**src/rtl/operand_pair_pkg.sv**
```systemverilog
// Shared types and default widths for the operand-pair transmit path.
package operand_pair_pkg;
  localparam int OP_DATA_W = 8;
  localparam int OP_SUM_W  = 16;

  typedef enum logic [1:0] {IDLE, SEND, GAP} tx_state_e;

  typedef struct packed {
    logic [OP_DATA_W-1:0] a;
    logic [OP_DATA_W-1:0] b;
  } op_pair_t;
endpackage

```
**src/rtl/operand_pair_tx_if.sv**
```systemverilog
// Operand-pair bus: valid/ready input side plus the one-cycle output strobe.
interface operand_pair_tx_if
  import operand_pair_pkg::*;
#(
  parameter int DATA_W = OP_DATA_W
);
  logic              in_valid;
  logic              in_ready;
  logic [DATA_W-1:0] in_a;
  logic [DATA_W-1:0] in_b;
  logic              out_valid;
  logic [DATA_W-1:0] a_o;
  logic [DATA_W-1:0] b_o;

  modport master (output in_valid, in_a, in_b, input in_ready, out_valid, a_o, b_o);
  modport slave  (input in_valid, in_a, in_b, output in_ready, out_valid, a_o, b_o);
endinterface

```
**src/rtl/op_pair_fifo.sv**
```systemverilog
// Small synchronous FIFO; pointers carry an extra wrap bit to split full from empty.
module op_pair_fifo
  import operand_pair_pkg::*;
#(
  parameter int  DEPTH = 4,
  parameter type T     = op_pair_t
) (
  input  logic clk,
  input  logic rst,
  input  logic push,
  input  logic pop,
  input  T     wdata,
  output T     head,
  output logic full,
  output logic empty
);
  localparam int AW = $clog2(DEPTH);

  T             mem [DEPTH];
  logic [AW:0]  wptr, rptr;
  logic         do_push, do_pop;

  assign empty   = (wptr == rptr);
  assign full    = (wptr[AW] != rptr[AW]) && (wptr[AW-1:0] == rptr[AW-1:0]);
  assign head    = mem[rptr[AW-1:0]];
  assign do_push = push && !full;
  assign do_pop  = pop && !empty;

  always_ff @(posedge clk) begin
    if (rst) begin
      wptr <= '0;
      rptr <= '0;
    end else begin
      if (do_push) wptr <= wptr + 1'b1;
      if (do_pop)  rptr <= rptr + 1'b1;
    end
  end

  always_ff @(posedge clk) begin
    if (do_push) mem[wptr[AW-1:0]] <= wdata;
  end
endmodule

```
**src/rtl/operand_pair_tx.sv**
```systemverilog
// Operand-pair transmitter: FIFO-buffered pairs sent as one-cycle strobes with a programmable gap.
// OPERAND_PAIR_TX_SUM_EN builds the running-sum accumulator; otherwise sum_o is tied to 0.
module operand_pair_tx
  import operand_pair_pkg::*;
#(
  parameter int DATA_W = OP_DATA_W,  // stored as op_pair_t, so must not exceed OP_DATA_W
  parameter int DEPTH  = 4,
  parameter int SUM_W  = OP_SUM_W,
  parameter int CNT_W  = 16
) (
  input  logic                 clk,
  input  logic                 rst,
  operand_pair_tx_if.slave     bus,
  input  logic [3:0]           gap_cycles,
  output logic [CNT_W-1:0]     sent_cnt,
  output logic [SUM_W-1:0]     sum_o,
  output logic                 busy
);
  tx_state_e  state;
  logic [3:0] gap_cnt;
  logic       full, empty, push, pop;
  op_pair_t   wdata, head;

  assign push         = bus.in_valid && !full;
  assign bus.in_ready = !full;
  assign busy         = !empty || (state != IDLE);
  assign wdata.a      = OP_DATA_W'(bus.in_a);
  assign wdata.b      = OP_DATA_W'(bus.in_b);

  op_pair_fifo #(.DEPTH(DEPTH), .T(op_pair_t)) u_fifo (
    .clk   (clk),
    .rst   (rst),
    .push  (push),
    .pop   (pop),
    .wdata (wdata),
    .head  (head),
    .full  (full),
    .empty (empty)
  );

  // Pop is exactly the set of edges that launch a new out_valid pulse.
  always_comb begin
    pop = 1'b0;
    case (state)
      IDLE:    pop = !empty;
      SEND:    pop = !empty && (gap_cycles == 4'd0);
      GAP:     pop = !empty && (gap_cnt == 4'd1);
      default: pop = 1'b0;
    endcase
  end

  always_ff @(posedge clk) begin
    if (rst) begin
      state         <= IDLE;
      gap_cnt       <= '0;
      bus.out_valid <= 1'b0;
      bus.a_o       <= '0;
      bus.b_o       <= '0;
      sent_cnt      <= '0;
    end else begin
      bus.out_valid <= pop;
      if (pop) begin
        bus.a_o  <= DATA_W'(head.a);
        bus.b_o  <= DATA_W'(head.b);
        sent_cnt <= sent_cnt + 1'b1;
      end
      case (state)
        IDLE: if (!empty) state <= SEND;
        SEND: begin
          if (gap_cycles != 4'd0) begin
            state   <= GAP;
            gap_cnt <= gap_cycles;
          end else if (empty) begin
            state <= IDLE;
          end
        end
        GAP: begin
          if (gap_cnt == 4'd1) state <= empty ? IDLE : SEND;
          else                 gap_cnt <= gap_cnt - 1'b1;
        end
        default: state <= IDLE;
      endcase
    end
  end

`ifdef OPERAND_PAIR_TX_SUM_EN
  logic [SUM_W-1:0] sum_r;

  always_ff @(posedge clk) begin
    if (rst)      sum_r <= '0;
    else if (pop) sum_r <= sum_r + SUM_W'(head.a) + SUM_W'(head.b);
  end

  assign sum_o = sum_r;
`else
  assign sum_o = '0;
`endif
endmodule

```
**src/flat_wrapper.sv**
```systemverilog
// flat-port wrapper written by rule: the top's interface ports become plain ports
module operand_pair_tx_flat import operand_pair_pkg::*;
#(
  parameter int DATA_W = OP_DATA_W,                                                      
  parameter int DEPTH  = 4,
  parameter int SUM_W  = OP_SUM_W,
  parameter int CNT_W  = 16
)
  (clk, rst, gap_cycles, sent_cnt, sum_o, busy, bus_in_valid, bus_in_a, bus_in_b, bus_in_ready, bus_out_valid, bus_a_o, bus_b_o);
  operand_pair_tx_if #(.DATA_W(DATA_W)) bus_i ();
  input  logic clk;
  input  logic rst;
  input  logic [3:0] gap_cycles;
  output logic [CNT_W-1:0] sent_cnt;
  output logic [SUM_W-1:0] sum_o;
  output logic busy;
  input wire logic [$bits(bus_i.in_valid)-1:0] bus_in_valid;
  input wire logic [$bits(bus_i.in_a)-1:0] bus_in_a;
  input wire logic [$bits(bus_i.in_b)-1:0] bus_in_b;
  output wire logic [$bits(bus_i.in_ready)-1:0] bus_in_ready;
  output wire logic [$bits(bus_i.out_valid)-1:0] bus_out_valid;
  output wire logic [$bits(bus_i.a_o)-1:0] bus_a_o;
  output wire logic [$bits(bus_i.b_o)-1:0] bus_b_o;
  assign bus_i.in_valid = bus_in_valid;
  assign bus_i.in_a = bus_in_a;
  assign bus_i.in_b = bus_in_b;
  assign bus_in_ready = bus_i.in_ready;
  assign bus_out_valid = bus_i.out_valid;
  assign bus_a_o = bus_i.a_o;
  assign bus_b_o = bus_i.b_o;
  operand_pair_tx #(.DATA_W(DATA_W), .DEPTH(DEPTH), .SUM_W(SUM_W), .CNT_W(CNT_W)) u_core (.clk(clk), .rst(rst), .bus(bus_i), .gap_cycles(gap_cycles), .sent_cnt(sent_cnt), .sum_o(sum_o), .busy(busy));
endmodule
```
**config.mk**
```make
export PLATFORM = sky130hd
export DESIGN_NAME = operand_pair_tx_flat
export DESIGN_NICKNAME = d
export VERILOG_FILES = /design/src/rtl/operand_pair_pkg.sv /design/src/rtl/operand_pair_tx_if.sv /design/src/rtl/op_pair_fifo.sv /design/src/rtl/operand_pair_tx.sv /design/src/flat_wrapper.sv
export SDC_FILE = /design/constraint.sdc
export NUM_CORES = 1
export LEC_CHECK = 0
export ABC_AREA = 0
export CORE_ASPECT_RATIO = 1.25
export CORE_MARGIN = 4
export CORE_UTILIZATION = 54
export DETAILED_ROUTE_END_ITERATION = 6
export HOLD_SLACK_MARGIN = 0.1
export PLACE_DENSITY = 0.82
export SYNTH_ARGS = -nofsm -noshare
export SYNTH_HDL_FRONTEND = slang
export SYNTH_SLANG_ARGS = --single-unit
```
**constraint.sdc**
```tcl
create_clock -name clk -period 2.94 [get_ports clk]
set_input_delay 0.588 -clock clk [delete_from_list [all_inputs] [get_ports clk]]
set_output_delay 0.588 -clock clk [all_outputs]
set_load 0.02 [all_outputs]
```
# Word-level counts from Yosys, hierarchy flattened
# Memories as Yosys holds them, arrays and structs flattened. A register that Yosys moved wholly into a read port is not among the register bits.
# Cells that the tools add are included.
[op_classes] n_addsub=4 reduce_logical=16 n_eq_ne=11 mux=12
[ops] operator="$add A16 B1 Y16 const B" count=1
[ops] operator="$mux W2" count=4
[ops] operator="$mux W4" count=2
[ops] operator="$pmux W4 S2" count=1
[ops] operator="$add A3 B1 Y3 const B" count=2
[ops] operator="$logic_and A1 B1 Y1" count=6
[ops] operator="$pmux W2 S3" count=1
[ops] operator="$reduce_and A3 Y1" count=2
[ops] operator="$eq A4 B1 Y1 const B" count=1
[ops] operator="$logic_not A4 Y1" count=1
[ops] operator="$ne A2 B1 Y1 const B" count=2
[ops] operator="$ne A2 B2 Y1 const B" count=2
[ops] operator="$reduce_bool A2 Y1" count=2
[ops] operator="$reduce_bool A4 Y1" count=1
[ops] operator="$sub A4 B1 Y4 const B" count=1
[ops] operator="$eq A3 B3 Y1" count=1
[ops] operator="$mux W1" count=3
[ops] operator="$ne A3 B1 Y1 const B" count=1
[ops] operator="$pmux W1 S3" count=1
[ops] operator="$eq A2 B1 Y1 const B" count=1
[ops] operator="$eq A2 B2 Y1" count=1
[ops] operator="$eq A2 B2 Y1 const B" count=1
[ops] operator="$logic_not A1 Y1" count=2
[ops] operator="$logic_not A2 Y1" count=1
[ops] operator="2 further kinds" count=2
[totals] n_memories=1 inputBits=23 reg_bits=29 word_cells=50 ramBits=64 out_inout_bits=51
[memory_table] memory="u_core.u_fifo.mem" depth=4 word_bits=16 rd=1 rd_ports_with_merged_regs=1 write_ports=1 line="op_pair_fifo.sv:19" rtl="T mem [DEPTH];"

# Depth between registers and ports, before layout
# Gate-level depths: netlist of the first run.
[depth] depth_word=7 mapped_depth=8 ltp_nobuf=6

# Modules after synthesis
# Synthesis of the first run repeated with hierarchy kept, for this count alone.
[hier_totals] cells_unflattened=399 area_unflattened_um2=4933.5
[by_module_without_submodules] module="op_pair_fifo" n_inst=1 cells_each=152 area_each_um2=2885.3
[by_module_without_submodules] module="operand_pair_tx" n_inst=1 cells_each=247 area_each_um2=2048.2

# Least setup slack after synthesis of the first run
# No wires, ideal clock.
[synth_timing] path_kind="input port to flip-flop" start="input gap_cycles[1]" end="register u_core.sent_cnt[15]" arrival_time_ns=1.961 slack_ns=0.858 path_stages=5 required_ns=2.819 n_path_buf=1 setup_ns=0.121 cell_sequence="nor4_4 > a221oi_2 > buf_2 > nor4b_1 > mux2_2"
[synth_via] elab_chain_len=3
[synth_lines] element="from (decl)" line="flat_wrapper.sv:13" rtl="input logic [3:0] gap_cycles;"
[synth_lines] element="$logic_not A4 Y1" line="operand_pair_tx.sv:46" rtl="SEND: pop = !empty && (gap_cycles == 4'd0);"
[synth_lines] element="$logic_and A1 B1 Y1" line="operand_pair_tx.sv:46"
[synth_lines] element="$pmux W1 S3" line="operand_pair_tx.sv:44" rtl="case (state)"
[synth_lines] element="to (signal assigned)" line="operand_pair_tx.sv:65" rtl="sent_cnt <= sent_cnt + 1'b1;"
[synth_lines] element="to (decl)" line="operand_pair_tx.sv:15" rtl="output logic [CNT_W-1:0] sent_cnt,"
# No other way between the ends.
# A chain may end at the register's enable or synchronous reset.

# Final worst setup path of the first run
[layout_timing] start="register u_core.u_fifo.wptr[2]" end="output busy"
[layout_via] elab_chain_len=3
[layout_lines] element="from (decl)" line="op_pair_fifo.sv:20" rtl="logic [AW:0] wptr, rptr;"
[layout_lines] element="from (signal assigned)" line="op_pair_fifo.sv:34" rtl="if (do_push) wptr <= wptr + 1'b1;"
[layout_lines] element="$eq A3 B3 Y1" line="op_pair_fifo.sv:23" rtl="assign empty = (wptr == rptr);"
[layout_lines] element="$logic_not A1 Y1" line="operand_pair_tx.sv:26" rtl="assign busy = !empty || (state != IDLE);"
[layout_lines] element="$logic_or A1 B1 Y1" line="operand_pair_tx.sv:26"
[layout_lines] element="to (decl)" line="flat_wrapper.sv:16" rtl="output logic busy;"
# No other way between the ends.

==> impl_metrics.yaml, run 1 <==
timing:
  holdWs_ns: 0.488
  finClkSkew_ns: 0.00727
  hold_viol: 0
  fin_crit_sh_pct: 91.4
  finalSetupViolations: 0
  timing.fmax_mhz: 372
  period_minus_slack_ns: 2.69
  rsz0062_at_grt: "no"
  slew_violations: 0
  tns_ns: 0
  slew_headroom_pct: 38.6
  tightestPinTransition_ns: 0.920
clocking:
  cts_root_buf: "clkbuf_8"
  cts_tree: "yes"
  cts_buffers: 9
  ctsLongestPathBuffers: 2
  clock-sinks: 109
  htree_levels: 3
  path_clk_slew_ns: 0.10
  ctsHoldBuffers: 0
  clk_latency_ns: 0.37
  ctsResizeCount: 0
  post_cts_buffers: 0
min_path:
  hold_depth: 2
  hold_end: "u_core.bus.b_o[3]$_SDFFE_PP0P_"
  min_from: "u_core.bus.b_o[3]$_SDFFE_PP0P_"
  hp-class: "reg2reg"
grt:
  grt_max_degree: 33
  grt.busiest_layer: "met2"
  grtUsageMet1_pct: 22.5
  grt_overflow_total: 0
  grt_use_met3_pct: 4.19
  grt_pass1_vias: 3169
  use_met2_pct: 31.8
  grt_pass1_wl_microns: 15300
  antenna_found_initial: 0
  track_usage_pct: 18.5
worst_setup_path:
  cp.required_ns: 2.35
  reg2reg_to: "u_core.bus.a_o[4]$_SDFFE_PP0P_"
  rrSetupSlack_ns: 0.43
  rr_worst_depth: 7
  cpLargestDelayFamily: "buffers and inverters"
  cp_slowest_stage_delay_ns: 0.61
  critPathLaunchType: "flip-flop"
  worstPathMaxFanout: 7
  r2r_start: "u_core.state[0]$_SDFFE_PP0P_"
  path_class: "reg2out"
  arrival_ns: 2.10
  critPathCaptureType: "output pin"
  cp_cell_sequence: "xnor2_1 -> nand4_1 -> clkdlybuf4s50_1"
  slowest_stage: "clkdlybuf4s50_1"
  path_buf_inv: 1
power_and_ir_drop:
  power.density_nw_per_um2: 795
  p_leak_nw: 1.91
  peakVddDrop_v: 0.000421
synthesis:
  synth_area_sq_um: 4790
  syn_avg_cell_area_sq_um: 12.7
  synth_edf_count: 64
  ys.flop_type: "edfxtp_1"
  ys_warn_count: 0
  ys_types: 49
  synth-seq-cells: 109
  ys_seq_area_share_pct: 58.9
  syn_inst: 376
  synthArstFlopShare_pct: 0
detailed_routing:
  wirelength_microns: 9410
  drt.antenna.violating_nets: 0
  drcViolationCount: 0
  first_iter_violations: 230
  dr.pass1.iters: 4
  via_per_inst: 5.79
  vias: 3234
  wl_per_cell_microns: 16.8
layout:
  num_antenna_cells: 0
  fin_nets: 469
  syn_to_final_growth_pct: 17.9
  layout-drive-gt1-share_pct: 13.2
die:
  row_count: 38
  die_w_microns: 92.2
  die_height_microns: 113
  initial_core_util_pct: 55.3
  core_area_sq_um: 8650
  dieArea_sq_um: 10400
  io_pins: 74
job:
  cap_violations: 0
place:
  gp_congestion: 0.761
  hpwl_microns: 6220
  io_buffers: 57
outcome:
  status: "finished clean"
worst register-to-register path, stage by stage (launching register included):
cell,delay [ns]
dfxtp_1,0.39
inv_1,0.08
ha_1,0.36
nor2b_1,0.20
a221oi_4,0.81
buf_4,0.33
o21ai_0,0.11
a21oi_1,0.17
per-layer routing:
layer | vias to the layer above | wire length [microns]
met5 | - | 0
met4 | 0 | 213
met3 | 20 | 535
met1 | 1577 | 3870
li1 | 1522 | -
met2 | 115 | 4790
cell usage after synthesis (3+ instances only):
| cell type | instances | area (sq um) |
|---|---|---|
| a211oi_1 | 3 | 22.5 |
| inv_1 | 12 | 45.0 |
| dfxtp_1 | 45 | 901 |
| o31ai_1 | 8 | 60.1 |
| edfxtp_1 | 64 | 1920 |
| mux4_2 | 16 | 360 |
| xnor2_1 | 4 | 35.0 |
| mux2_2 | 6 | 67.6 |
| nand2_1 | 6 | 22.5 |
| nor2_1 | 14 | 52.6 |
| o311ai_0 | 3 | 26.3 |
| clkbuf_1 | 11 | 41.3 |
| xor2_1 | 4 | 35.0 |
| buf_2 | 6 | 30.0 |
| and2_1 | 4 | 25.0 |
| ha_1 | 12 | 150 |
| nor2b_1 | 9 | 56.3 |
| a21oi_1 | 31 | 155 |
| nand3_1 | 27 | 135 |
| buf_4 | 18 | 135 |
| or4_1 | 7 | 52.6 |
| o21ai_0 | 24 | 120 |
| nand4_1 | 5 | 31.3 |
stage by stage:
stage               power, mW  util (%)  area [sq um]  instances  worst slack [ns]
global route             4.74      65.3          5650        559             0.139
floorplan                3.04         -          4850        391             0.858
CTS                      4.51      65.3          5650        559             0.238
detailed placement       3.61      63.0          5450        543             0.188
finish                   4.49      65.3          5650        559             0.251
global placement         3.57      63.0          5450        543             0.249
flip-flops by register name, indices dropped and copies added (netlist names):
signal and flops:
u_core.u_fifo.rptr 3, u_core.sent_cnt 16, u_core.bus.b_o 8, u_core.gap_cnt 4, u_core.u_fifo.wptr 3, u_core.state 2, u_core.bus.a_o 8, u_core.u_fifo.mem 64
u_core.bus.out_valid 1
worst max path at each step:
stage                                            end  slack, ns  cells after the start                          startpoint
floorplan           u_core.sent_cnt[15]$_SDFFE_PP0P_       0.86                      5                       gap_cycles[1]
global placement    u_core.sent_cnt[15]$_SDFFE_PP0P_       0.25                      5                       gap_cycles[1]
detailed placement  u_core.sent_cnt[15]$_SDFFE_PP0P_       0.19                      5                       gap_cycles[1]
CTS                                             busy       0.24                      3  u_core.u_fifo.wptr[2]$_SDFFE_PP0P_
global route                                    busy       0.14                      3  u_core.u_fifo.wptr[2]$_SDFFE_PP0P_
finish                                          busy       0.25                      3  u_core.u_fifo.wptr[2]$_SDFFE_PP0P_
cells in the final DEF (no fill, tap or decap), drive strengths merged, types with 12 or more instances in the layout:
master	instances
edfxtp	64
clkdlybuf4s50	56
dfxtp	45
a21oi	31
nand3	27
o21ai	24
mux4	16
conb	16
inv	15
nor2	14
buf	14
ha	12
logic make-up (layout without fill, tap and decap cells):
group                    Yosys count  after routing  synth area share, %
flip-flops                       109            109                 58.9
AND/OR/NAND/NOR                   87             87                 10.5
other                              1             16               0.0783
multiplexers                      24             24                 9.35
adder cells (fa/ha/maj)           12             12                 3.13
AO/OA/AOI/OAI                     84             84                 10.8
XOR/XNOR                           8              8                 1.46
buffers and inverters             51             99                 5.72
final cells by class:
type	instances	area, sq um
clock buffers	10	128
clock inverters	6	68.8
fillers	637	3010
inverters	13	48.8
multi-input cells	231	1770
flip-flops and latches	109	2820
well taps	120	150
repair buffers	70	663
power by group:
| part | internal (mW) | switching, mW | total (mW) |
|---|---|---|---|
| sequential | 1.82 | 0.119 | 1.94 |
| clock | 0.402 | 0.509 | 0.910 |
| combinational | 0.671 | 0.973 | 1.64 |
| total | 2.89 | 1.60 | 4.49 |
Note: power is estimated with default switching activity, not from simulation.
==> run 2: changes to the inputs <==
Settings changed: HOLD_SLACK_MARGIN 0.1 to 0.08, PLACE_DENSITY 0.82 to 0.77, SYNTH_HIERARCHICAL set to 1.
==> impl_metrics.yaml, run 2 <==
timing:
  finClkSkew_ns: 0.0111
  period_minus_slack_ns: 2.74
  finalSetupViolations: 0
  worst_slack_ns: 0.200
  slew_headroom_pct: 42.3
  tns_ns: 0
  tightestPinTransition_ns: 0.864
  timing.fmax_mhz: 365
  rsz0062_at_grt: "no"
  fin_crit_sh_pct: 93.2
  slew_violations: 0
  hold_viol: 0
die:
  die_height_microns: 115
  core_area_sq_um: 8800
  die_w_microns: 93.5
  io_pins: 74
  initial_core_util_pct: 56.1
  row_count: 38
  dieArea_sq_um: 10700
place:
  hpwl_microns: 6670
  dpl_cell_area_sq_um: 5590
  post-place-ws_ns: -0.0562
  gp_congestion: 0.792
  place_inst: 567
  io_buffers: 57
synthesis:
  synthMostInstantiatedCell: "edfxtp_1"
  syn_inst: 399
  ys_top_cells_by_count: "edfxtp_1 (64), dfxtp_1 (47), a21oi_1 (37)"
  ys_warn_count: 6
  synth_largest_area_cell: "edfxtp_1"
  ys.flop_type: "edfxtp_1"
  synth_edf_count: 64
  syn_avg_cell_area_sq_um: 12.4
  yosys.area.top_type_share_pct: 39.0
  ys_types: 50
  netlist_top_cells_area: "edfxtp_1 (39%), dfxtp_1 (19%), mux4_2 (7.3%)"
  synth_area_sq_um: 4930
  synthArstFlopShare_pct: 0
  synth-seq-cells: 111
  ys_seq_area_share_pct: 58.0
detailed_routing:
  vias: 3354
  dr.pass1.iters: 4
  wl_per_cell_microns: 16.6
  wirelength_microns: 9710
  first_iter_violations: 240
  drcViolationCount: 0
  drt.antenna.violating_nets: 0
  via_per_inst: 5.74
clocking:
  clk_latency_ns: 0.36
  ctsLongestPathBuffers: 2
  ctsResizeCount: 0
  cts_root_buf: "clkbuf_8"
  htree_levels: 3
  ctsHoldBuffers: 0
  cts_tree: "yes"
  cts_buffers: 9
  path_clk_slew_ns: 0.11
  clock-sinks: 111
  post_cts_buffers: 0
worst_setup_path:
  rr_worst_depth: 9
  critPathCaptureType: "output pin"
  worstPathMaxFanout: 9
  critPathLaunchType: "flip-flop"
  arrival_ns: 2.15
  path_class: "reg2out"
  cp.required_ns: 2.35
layout:
  final_cell_mix: "edfxtp_1 (64), clkdlybuf4s50_1 (57), dfxtp_1 (47)"
  final_area_sq_um: 5810
  fin_nets: 494
  seq_area_sq_um: 2860
  finalNonFillerCells: 584
  largest_register_ffs: 64
  syn_to_final_growth_pct: 17.8
  final_util_pct: 66.0
  final_common_cell: "edfxtp_1"
  multi_input_area_sq_um: 1840
  n_fill_cell: 645
  layout-drive-gt1-share_pct: 12.5
  num_antenna_cells: 0
grt:
  grt_max_degree: 39
  grt_pass1_vias: 3133
  track_usage_pct: 18.5
  grt_pass1_wl_microns: 15600
  antenna_found_initial: 0
  grt_overflow_total: 0
min_path:
  hp-class: "reg2reg"
  hold_depth: 2
outcome:
  status: "finished clean"
power_and_ir_drop:
  p_int_mw: 3.08
  pwr-share-seq_pct: 43.7
  pwr-share-comb_pct: 38.5
  p_switching_mw: 1.86
  p_leak_nw: 1.92
  peakVddDrop_v: 0.000470
  swShare_pct: 37.7
  clkPwrFrac_pct: 17.9
  power.density_nw_per_um2: 850
job:
  cap_violations: 0
## run 2: cell count changes in the layout (fill, tap and decap cells not counted), moves of 4 or more
| cell | delta |
|---|---|
| nand2_1 | +7 |
| or4_1 | +5 |
| nor2b_1 | -4 |
| nor3b_1 | +6 |
| o211ai_1 | +6 |
| o21ai_0 | +5 |
| mux2_2 | -4 |
| a21oi_1 | +6 |
## run 2: path summary, 6_finish.rpt
check | slack, ns | from | end
worst min register to register | 0.48 | u_core/bus.a_o[1]$_SDFFE_PP0P_ | u_core/bus.a_o[1]$_SDFFE_PP0P_
worst min-delay path | 0.48 | u_core/bus.a_o[1]$_SDFFE_PP0P_ | u_core/bus.a_o[1]$_SDFFE_PP0P_
worst max-delay path | 0.20 | u_core/u_fifo/wptr[1]$_SDFFE_PP0P_ | busy
worst max register to register | 0.30 | u_core/state[0]$_SDFFE_PP0P_ | flip-flop
## run 2: layout make-up
class | instances | share of cell area [%]
flip-flops and latches | 111 | 49.3
multi-input cells | 251 | 31.7
repair buffers | 73 | 12.1
well taps | 120 | 2.58
clock buffers | 9 | 2.13
clock inverters | 7 | 1.36
inverters | 13 | 0.840
## run 2: cell families (layout without fill, tap and decap cells)
logic type | Yosys count | count (layout) | synth area share (%)
xor gates and xnor gates | 6 | 6 | 1.07
DFF | 111 | 111 | 58.0
adders and majority gates | 12 | 12 | 3.04
and+or+nand+nor | 98 | 98 | 11.7
other | 1 | 16 | 0.0760
buffers and inverters | 53 | 102 | 6.04
AOI/OAI and AO/OA | 100 | 101 | 12.3
muxes | 18 | 18 | 7.76
## run 2: critical path, stage by stage (launching register included)
cell and delay [ns]:
dfxtp_1 0.53, xnor2_1 0.18, nand2_1 0.10, nor2_1 0.30, nand2_1 0.12, clkdlybuf4s50_1 0.56
## run 2: per-layer routing
layer  GRT usage [%]  wire, microns
met5               0              0
met4            6.35            124
met1            24.4           4200
met3            2.68            481
met2            31.3           4910
## run 2: power by group through the flow
stage	Clock, mW	Sequential (mW)	Combinational (mW)
2_1_floorplan	0	2.24	1.14
3_3_place_gp	0	2.17	1.84
3_5_place_dp	0	2.19	1.86
4_1_cts	0.908	2.16	1.87
5_1_grt	0.971	2.19	2.08
6_report	0.882	2.16	1.90
## run 2: metrics by stage
step	power (mW)	hold WS (ns)
after CTS	4.94	0.486
after detailed placement	4.06	0.470
after global placement	4.02	0.470
final	4.94	0.484
after floorplan	3.38	0.475
after global routing	5.24	0.528
==> run 3: changes to the inputs <==
Settings changed: CORE_UTILIZATION 54 to 46, PLACE_DENSITY 0.77 to 0.67.
==> impl_metrics.yaml, run 3 (synthesis gave the netlist of run 2 again) <==
die:
  row_count: 42
  dieArea_sq_um: 12500
  die_w_microns: 101
  io_pins: 74
  initial_core_util_pct: 46.7
  core_area_sq_um: 10600
  die_height_microns: 124
detailed_routing:
  first_iter_violations: 154
  vias: 3334
  drcViolationCount: 0
  wl_per_cell_microns: 16.8
  wirelength_microns: 10000
  dr.pass1.iters: 4
  via_per_inst: 5.58
  drt.antenna.violating_nets: 0
worst_setup_path:
  path_class: "reg2out"
  reg2reg_to: "u_core/u_fifo/mem[1][8]$_DFFE_PP_"
  critPathLaunchType: "flip-flop"
  arrival_ns: 2.18
  rrSetupSlack_ns: 0.41
  rr_worst_depth: 9
  cp_slowest_stage_delay_ns: 0.56
  cp.required_ns: 2.35
  slowest_stage: "clkdlybuf4s50_1"
  startpoint: "u_core/u_fifo/wptr[1]$_SDFFE_PP0P_"
  r2r_start: "u_core/u_fifo/wptr[1]$_SDFFE_PP0P_"
  cp_cell_sequence: "xnor2_2 -> nand2_1 -> nor2_1 -> nand2_1 -> clkdlybuf4s50_1"
  critPathCaptureType: "output pin"
  worstPathMaxFanout: 9
  cpMostUsedCell: "nand2_1"
layout:
  syn_to_final_growth_pct: 19.9
  layout-drive-gt1-share_pct: 12.7
  fin_nets: 496
  final_area_sq_um: 5920
  finalNonFillerCells: 598
  final_util_pct: 56.0
  largest_register_ffs: 64
  final_common_cell: "edfxtp_1"
  num_antenna_cells: 0
  final_cell_mix: "edfxtp_1 (64), clkdlybuf4s50_1 (56), dfxtp_1 (47)"
clocking:
  path_clk_slew_ns: 0.07
  cts_tree: "yes"
  ctsLongestPathBuffers: 2
  clk_latency_ns: 0.33
  clock-sinks: 111
  cts_buffers: 9
  cts_root_buf: "clkbuf_16"
  htree_levels: 3
  post_cts_buffers: 0
place:
  gp_congestion: 0.852
  io_buffers: 57
  post-place-ws_ns: 0.0392
  place_inst: 581
  hpwl_microns: 6710
  dpl_cell_area_sq_um: 5610
timing:
  tightestPinTransition_ns: 0.846
  tns_ns: 0
  fin_crit_sh_pct: 94.2
  hold_viol: 0
  worst_slack_ns: 0.169
  slew_headroom_pct: 43.5
  holdWs_ns: 0.486
  finalSetupViolations: 0
  timing.fmax_mhz: 361
  finClkSkew_ns: 0.00604
  slew_violations: 0
  period_minus_slack_ns: 2.77
  rsz0062_at_grt: "no"
min_path:
  hold_end: "u_core/bus.b_o[4]$_SDFFE_PP0P_"
  hp-class: "reg2reg"
  min_from: "u_core/bus.b_o[4]$_SDFFE_PP0P_"
  hold_depth: 2
grt:
  grt_pass1_wl_microns: 16100
  grt_pass1_vias: 3398
  grt_max_degree: 36
  antenna_found_initial: 0
  grt_overflow_total: 0
  track_usage_pct: 16.6
power_and_ir_drop:
  power.density_nw_per_um2: 894
  p_leak_nw: 1.96
  peakVddDrop_v: 0.000408
  finalPower_mw: 5.29
job:
  cap_violations: 0
outcome:
  status: "finished clean"
[run 3: changes by cell type in the layout (fill, tap and decap cells not counted), sizes merged]
cell and delta:
bufinv +1, clkdlybuf4s50 -1, clkinv -2, inv -3, buf +3, clkbuf +2
clkinvlp +2
[run 3: worst max-delay path by stage]
stage,to,slack [ns]
after floorplan,u_core/u_fifo/mem[3][0]$_DFFE_PP_,0.40
after global placement,flip-flop,0.09
after detailed placement,u_core/u_fifo/rptr[0]$_SDFFE_PP0P_,0.04
after CTS,busy,0.14
after global routing,bus_in_ready,0.06
final,busy,0.17
[run 3: cell type report]
class                   count  area (sq um)
clock buffers              11           233
multi-input cells         251          1850
repair buffers             75           701
inverters                  13          48.8
flip-flops and latches    111          2860
fillers                   906          4650
clock inverters             5          57.6
well taps                 132           165
[run 3: worst max-delay path, delay by kind of cell (launching register included)]
kind                   cells  cell delay, ns
buffers and inverters      1            0.56
XOR/XNOR                   1            0.22
AND/OR/NAND/NOR            3            0.53
flip-flops                 1            0.55
[run 3: layer usage]
layer | vias to the layer above | wire length [microns] | part of all wire [%] | GRT usage (%)
met4 | 0 | 99 | 0.99 | 5.64
li1 | 1618 | - | - | -
met2 | 87 | 5290 | 53 | 30.2
met5 | - | 0 | 0 | 0
met1 | 1622 | 4200 | 42 | 19.6
met3 | 7 | 448 | 4.5 | 2.97
[run 3: repair_timing]
action	CTS	global route
hold buffers	0	0
setup endpoints to repair	2	2
gates resized for setup	1	0
pin swaps	0	1
gates cloned	0	1
[run 3: where the power goes]
group | internal (mW) | leakage (nW) | switching, mW
sequential | 1.95 | 0.970 | 0.179
combinational | 0.815 | 0.858 | 1.16
clock | 0.662 | 0.134 | 0.522
total | 3.43 | 1.96 | 1.86
